$ cat config.mk
export PLATFORM = sky130hd
export DESIGN_NAME = neuron_readout_3x5
export DESIGN_NICKNAME = d
export VERILOG_FILES = /design/src/rtl/neuron_readout_3x5.sv
export SDC_FILE = /design/constraint.sdc
export NUM_CORES = 1
export LEC_CHECK = 0
export BUFFER_PORTS_ARGS = -buffer_cell sky130_fd_sc_hd__buf_4
export CAP_MARGIN = 0
export CORE_MARGIN = 2
export CORE_UTILIZATION = 50
export CTS_CLUSTER_SIZE = 8
export DETAILED_ROUTE_END_ITERATION = 16
export GPL_ROUTABILITY_DRIVEN = 0
export PLACE_DENSITY = 0.89
export SLEW_MARGIN = 20
export SYNTH_ARGS = -nofsm -noshare
export SYNTH_HDL_FRONTEND = slang
export SYNTH_SLANG_ARGS = --single-unit
$ cat constraint.sdc
create_clock -name sclk -period 2.72 [get_ports sclk]
set_input_delay 0.272 -clock sclk [delete_from_list [all_inputs] [get_ports sclk]]
set_output_delay 0.272 -clock sclk [all_outputs]
set_load 0.05 [all_outputs]
$ cat src/rtl/neuron_readout_3x5.sv
// Readout controller for the 3x5 oscillator bank.
// Watches the bank's check strobes until the neuron states settle (or the
// check budget runs out), snapshots the phase vector, turns each phase
// relative to neuron 0 into a binary pixel and streams the pixels out over
// a valid/ready handshake.
module neuron_readout_3x5 #(
  parameter int N_NEUR        = 15,
  parameter int PW            = 4,
  parameter int STABLE_CHECKS = 8,
  parameter int MAX_CHECKS    = 1023
) (
  input  logic                   sclk,
  input  logic                   re_n,
  input  logic                   start,
  input  logic                   state_cheak,
  input  logic [0:N_NEUR-1]      state_changed,
  input  logic [0:N_NEUR*PW-1]   phi_out,
  input  logic                   out_ready,
  output logic                   out_valid,
  output logic                   out_pixel,
  output logic [3:0]             out_index,
  output logic                   out_last,
  output logic                   busy,
  output logic                   timeout,
  output logic                   done
);

  localparam logic [7:0]  STABLE_C = 8'(STABLE_CHECKS);
  localparam logic [15:0] MAX_C    = 16'(MAX_CHECKS);
  localparam logic [3:0]  LAST_IDX = 4'(N_NEUR - 1);

  typedef enum logic [1:0] {
    ST_IDLE   = 2'd0,
    ST_WATCH  = 2'd1,
    ST_STREAM = 2'd2,
    ST_DONE   = 2'd3
  } state_t;

  state_t              state_reg,      state_next;
  logic [7:0]          stable_cnt_reg, stable_cnt_next;
  logic [15:0]         check_cnt_reg,  check_cnt_next;
  logic                timeout_reg,    timeout_next;
  logic [N_NEUR-1:0]   pixel_reg,      pixel_next;
  logic [3:0]          index_reg,      index_next;

  logic [N_NEUR-1:0]   pixel_dec;
  logic [7:0]          stable_inc;
  logic [15:0]         check_inc;
  logic                converge;
  logic                hit_max;

  // Phase-to-pixel decode: wrap-around difference to neuron 0, pixel set
  // when the neuron sits roughly in anti-phase (difference 4..11).
  generate
    for (genvar gi = 0; gi < N_NEUR; gi++) begin : g_decode
      if (gi == 0) begin : g_ref
        assign pixel_dec[gi] = 1'b0;
      end else begin : g_cmp
        logic [PW-1:0] diff;
        assign diff          = phi_out[PW*gi +: PW] - phi_out[0 +: PW];
        assign pixel_dec[gi] = (diff >= PW'(4)) && (diff <= PW'(11));
      end
    end
  endgenerate

  // Next-state and datapath updates for the readout FSM.
  always_comb begin
    state_next      = state_reg;
    stable_cnt_next = stable_cnt_reg;
    check_cnt_next  = check_cnt_reg;
    timeout_next    = timeout_reg;
    pixel_next      = pixel_reg;
    index_next      = index_reg;

    check_inc  = check_cnt_reg + 16'd1;
    stable_inc = 8'd0;
    if (!(|state_changed)) begin
      stable_inc = (stable_cnt_reg == STABLE_C) ? STABLE_C : stable_cnt_reg + 8'd1;
    end
    // Convergence wins when both conditions land on the same strobe.
    converge = (stable_inc == STABLE_C);
    hit_max  = !converge && (check_inc == MAX_C);

    case (state_reg)
      ST_IDLE: begin
        if (start) begin
          stable_cnt_next = 8'd0;
          check_cnt_next  = 16'd0;
          timeout_next    = 1'b0;
          state_next      = ST_WATCH;
        end
      end
      ST_WATCH: begin
        if (state_cheak) begin
          check_cnt_next  = check_inc;
          stable_cnt_next = stable_inc;
          if (converge || hit_max) begin
            pixel_next = pixel_dec;
            index_next = 4'd0;
            state_next = ST_STREAM;
            if (hit_max) begin
              timeout_next = 1'b1;
            end
          end
        end
      end
      ST_STREAM: begin
        if (out_ready) begin
          if (index_reg == LAST_IDX) begin
            state_next = ST_DONE;
          end else begin
            index_next = index_reg + 4'd1;
          end
        end
      end
      ST_DONE: begin
        state_next = ST_IDLE;
      end
      default: begin
        state_next = ST_IDLE;
      end
    endcase
  end

  // State and datapath registers; reset clears everything immediately.
  always_ff @(posedge sclk or negedge re_n) begin
    if (!re_n) begin
      state_reg      <= ST_IDLE;
      stable_cnt_reg <= 8'd0;
      check_cnt_reg  <= 16'd0;
      timeout_reg    <= 1'b0;
      pixel_reg      <= '0;
      index_reg      <= 4'd0;
    end else begin
      state_reg      <= state_next;
      stable_cnt_reg <= stable_cnt_next;
      check_cnt_reg  <= check_cnt_next;
      timeout_reg    <= timeout_next;
      pixel_reg      <= pixel_next;
      index_reg      <= index_next;
    end
  end

  // Outputs are decoded straight from registers so they hold during stalls.
  assign out_valid = (state_reg == ST_STREAM);
  assign out_pixel = out_valid & pixel_reg[index_reg];
  assign out_index = index_reg;
  assign out_last  = out_valid && (index_reg == LAST_IDX);
  assign busy      = (state_reg != ST_IDLE);
  assign timeout   = timeout_reg;
  assign done      = (state_reg == ST_DONE);

endmodule

* After elaboration in Yosys (flattened, before gate mapping) *
Index checks and enable logic that the tools add are counted.

operators by class
  $add $sub $neg = 17
  magnitude comparators = 29
  eq/ne operators = 14
  muxes and demuxes = 26
  bitwise gates (word level) = 1
  reductions and logical operators = 28

operators with widths
  operator                                                                              number
  4-bit by 3-bit greater-or-equal comparator with 1-bit output (second input constant)  14
  4-bit less-or-equal comparator (second input constant)                                14
  4-bit subtractor                                                                      14
  16-bit two-way mux                                                                    2
  8-bit two-way mux                                                                     4
  16-bit case mux with 2 select lines                                                   1
  16-bit by 1-bit adder with 16-bit output (second input constant)                      1
  16-bit by 10-bit == test with 1-bit output (second input constant)                    1
  8-bit by 4-bit == test with 1-bit output (second input constant)                      2
  1-bit logical AND                                                                     16
  4-bit two-way mux                                                                     4
  8-bit case mux with 2 select lines                                                    1
  5-bit AND reduction                                                                   3
  15-bit OR reduction                                                                   1
  2-bit inequality test (second input constant)                                         6
  2-bit two-way mux                                                                     5
  8-bit by 1-bit adder with 8-bit output (second input constant)                        1
  2-bit case mux with 4 select lines                                                    1
  4-bit case mux with 2 select lines                                                    1
  3-bit AND reduction                                                                   2
  2-bit nonzero test                                                                    3
  4-bit by 5-bit less-than comparator with 1-bit output (second input constant)         1
  1-bit two-way mux                                                                     5
  4-bit by 1-bit adder with 4-bit output (second input constant)                        1
  10 further kinds                                                                      11

storage, ports and cells
  flip-flop bits (word level) = 45
  input port bits = 80

* Longest topological paths before layout *
  depth after elaboration = 10
  mapped depth = 10
  mapped depth without buffers = 9

* Worst setup path after synthesis *
No wires, ideal clock.

  kind = reg-to-reg
  from = reg check_cnt_reg[0]
  to = reg state_reg[1]
  data arrival time = 2851 ps
  data required time = 2592 ps
  path slack = -259 ps
  stages on the path, launching flop included = 10
  buffers on the path = 0
  period minus slack after synthesis = 2979 ps
  cell sequence = dfrtp_1 -> inv_1 -> ha_1 -> or3b_1 -> or4_1 -> or4_4 -> a2111oi_4 -> o21ai_2 -> a211oi_2 -> mux2_1

between the ends
  longest elaborated chain between the ends = 6

RTL lines
  what                                        line  source
  from (decl)                                 41    logic [15:0] check_cnt_reg, check_cnt_next;
  from (signal assigned)                      137   check_cnt_reg <= check_cnt_next;
  16-bit by 1-bit adder with 16-bit output    75    check_inc = check_cnt_reg + 16'd1;
  16-bit by 10-bit == test with 1-bit output  82    hit_max = !converge && (check_inc == MAX_C);
  1-bit logical AND                           82
  1-bit logical OR                            97    if (converge || hit_max) begin
  2-bit inequality test (no line)             -
  5-bit AND reduction (no line)               -
  to (signal assigned)                        135   state_reg <= state_next;
  to (decl)                                   39    state_t state_reg, state_next;

Every way passes these cells.
A chain may end at the register's enable or synchronous reset.

* Worst setup path in the final report *
Ends and elaborated chain as after synthesis.

==> out/metrics.cfg <==
[die]
die_w_um=90.80
core_um2=7292
pin_count=90
start_util_pct=51.66
row_count=31
die_area_um2=8245
die_y_um=90.80

[layout]
diodes=0
multi_input_area_um2=2620
drive_above_1_share_pct=27.91
largest_reg_flops=16
fin_nets=659
regArea_um2=1126
areaGrowthSynthToFinish_pct=31.95
fillCellCount=553

[synthesis]
synth.area.top_cells=dfrtp_1 (30%), ha_1 (13%), xnor2_1 (11%)
synth_top_area_cell=dfrtp_1
yosysUniqueCellTypes=52
ys_seq_area_share_pct=29.89
synth-edff-count=0
avgSynthCellArea_um2=8.621
ys_ff_latch=45
ys.flop_type=dfrtp_1
syn_nets=556
yosys_warnings=0
yosys.area.top_type_share_pct=29.89
synthArstFlopShare_pct=100.0
netlist_instances=437
syn_area_um2=3767

[power]
p_leak_nw=2.181
p_seq_share_pct=31.9
p_per_area_nw_per_um2=511.6
p_int_mw=1.528
power_mw=2.543
p_comb_share_pct=47.2
pwr-share-clk_pct=20.9
ir_worst_vdd_mv=0.2879
p_switching_mw=1.015
p_sw_share_pct=39.91

[detailed_routing]
wl_per_cell_um=15.24
drt-total-wl_mm=9.753
met1_length_mm=3.840
vias_per_cell=5.684
drtIter0Drc=208
drc_errors=0
highest_layer=met4
wl_met3_um=593
drt_first_pass_iters=4
wl_met2_mm=5.196
antenna_left=0
vias=3638

[timing]
min_period_over_period_pct=109.8
finalHoldViolCount=0
min_period_ns=2.986
maxSlewViolCount=0
skew_ns=0.004964
rsz0062_at_grt=true
setup_ws_ns=-0.2660
setup_violations=20
fmax_ghz=0.3349
tightest_slew_ns=0.5767
slew_headroom_pct=61.55

[setup_path]
cp_slowest_cell=dfrtp_1
cp.arrival_ns=3.17
worstPathMaxFanout=4
cp.buffers_inverters=1
critPathLaunchType=flip-flop
critPathTopFamily=simple AND/OR/NAND/NOR gates
worst_setup_path_end_kind=flip-flop
required_ns=2.90
path_class=flip-flop to flip-flop
path_cells=inv_1 > ha_1 > or3b_1 > or4_1 > or4_4 > a2111oi_4 > o21ai_2 > a211oi_2 > mux2_1
cpPeakStageDelay_ns=0.44

[outcome]
status=complete, but fails checks
violations=negative setup slack

[grt]
grt_usage_pct=22.17
grt_pass1_vias=3651
grt_max_degree=46
antenna_found_initial=0
grt_pass1_wl_mm=15.47
grt_overflow=0

[placed_design]
hpwl_mm=6.996
place_ws_ns=-0.2016
io_buffers=89

[flow_run]
cap_violations=0

[cts]
cts_sinks=45
cts_max_path_buffers=2
htree_levels=2
numCtsBuffers=5
clkTransAtPathRegs_ns=0.09
clk_latency_ns=0.30
cts_tree=yes
cts-root-buf=clkbuf_8

[min_path]
hold_path_class=input pin to flip-flop

power groups by stage:
stage	logic, mW	clock network, mW	registers [mW]
global route	1.32	0.558	0.824
detailed placement	1.12	0	0.821
floorplan	0.719	0	0.848
global placement	1.07	0	0.816
finish	1.20	0.532	0.811
CTS	1.13	0.527	0.808
cells by family after synthesis:
group / Yosys count / synth area share, %
mux: 9 / 3.122
simple gates: 144 / 20.43
xor+xnor: 51 / 11.86
fa+ha+maj: 39 / 12.95
buf+inv: 35 / 3.520
flops: 45 / 29.89
compound gates: 114 / 18.23
worst paths after layout:
path / from / end / slack, ns / cells past startpoint
worst max-delay path: check_cnt_reg[0] / state_reg[1] / -0.27 / 9
worst min register to register: pixel_reg[6] / pixel_reg[6] / 0.50 / 2
worst min-delay path: start / timeout / 0.16 / 2
worst max register to register: check_cnt_reg[0] / state_reg[1] / -0.27 / 9
min in group asynchronous: re_n / out_index[3] / 0.51 / 2
max in group asynchronous: re_n / check_cnt_reg[9] / 1.82 / 2
per-stage QoR:
step / area, µm² / hold WS, ns / std cells / TNS, ns / util, %
floorplan: 3767 / -0.02359 / 437 / -0.1248 / -
global placement: 4649 / 0.2996 / 625 / -0.1556 / 63.76
detailed placement: 4649 / 0.3106 / 625 / -0.4495 / 63.76
CTS: 4793 / 0.1589 / 635 / -0.3968 / 65.73
global route: 4971 / 0.1657 / 640 / -3.651 / 68.17
finish: 4971 / 0.1559 / 640 / -2.251 / 68.17
synthesized netlist by cell type, types with 2 or more instances:
| cell type | instances |
|---|---|
| and3_1 | 6 |
| xor2_1 | 4 |
| dfrtp_1 | 45 |
| nand3_1 | 12 |
| nor2_1 | 27 |
| a31oi_1 | 8 |
| nor3b_1 | 15 |
| a21oi_1 | 34 |
| nor4_1 | 5 |
| and2_1 | 4 |
| nand2b_1 | 17 |
| nand4_1 | 8 |
| clkbuf_1 | 18 |
| o211ai_1 | 3 |
| o21ai_0 | 39 |
| nand2_1 | 34 |
| xnor2_1 | 47 |
| inv_1 | 14 |
| o41ai_1 | 3 |
| buf_1 | 2 |
| mux2i_1 | 5 |
| o31ai_1 | 5 |
| nor3_1 | 4 |
| o21ai_1 | 8 |
| mux4_2 | 2 |
| mux2_1 | 2 |
| or3_1 | 2 |
| o31a_1 | 2 |
| ha_1 | 39 |
worst register-to-register path, stage by stage (launching register included):
cell,delay [ns]
dfrtp_1,0.44
inv_1,0.10
ha_1,0.17
or3b_1,0.33
or4_1,0.39
or4_4,0.44
a2111oi_4,0.25
o21ai_2,0.15
a211oi_2,0.27
mux2_1,0.34
cells in the final DEF (no fill, tap or decap), drive strengths merged, types with 8 or more instances in the layout:
cell type / count
ha: 39
nand3: 12
o21ai: 48
clkbuf: 9
nand4: 8
nor2: 27
a31oi: 8
nand2b: 17
inv: 14
xnor2: 47
nor3b: 15
dfrtp: 45
buf: 114
nand2: 34
a21oi: 35
timing repair:
item / in CTS / in global routing
pin swaps: 0 / 6
hold buffers: 1 / 0
gates resized for setup: 5 / 29
setup buffers: 1 / 2
gates cloned: 0 / 3
endpoints found under the setup margin: 6 / 21
hold endpoints to repair: 41 / 0
cell type report:
cell class / count / share of cell area [%]
tap: 99 / 2.492
sequential: 45 / 22.65
multi-input combinational: 357 / 52.71
timing repair buffer: 117 / 18.75
clock buffer: 7 / 1.737
inverter: 14 / 1.057
clock inverter: 1 / 0.6041
routing by layer:
layer / track usage, % / vias up
li1: - / 1764
met1: 25.29 / 1741
met2: 42.72 / 120
met3: 3.840 / 13
met4: 5.051 / 0
met5: 0 / -
Note: power is estimated with default switching activity, not from simulation.
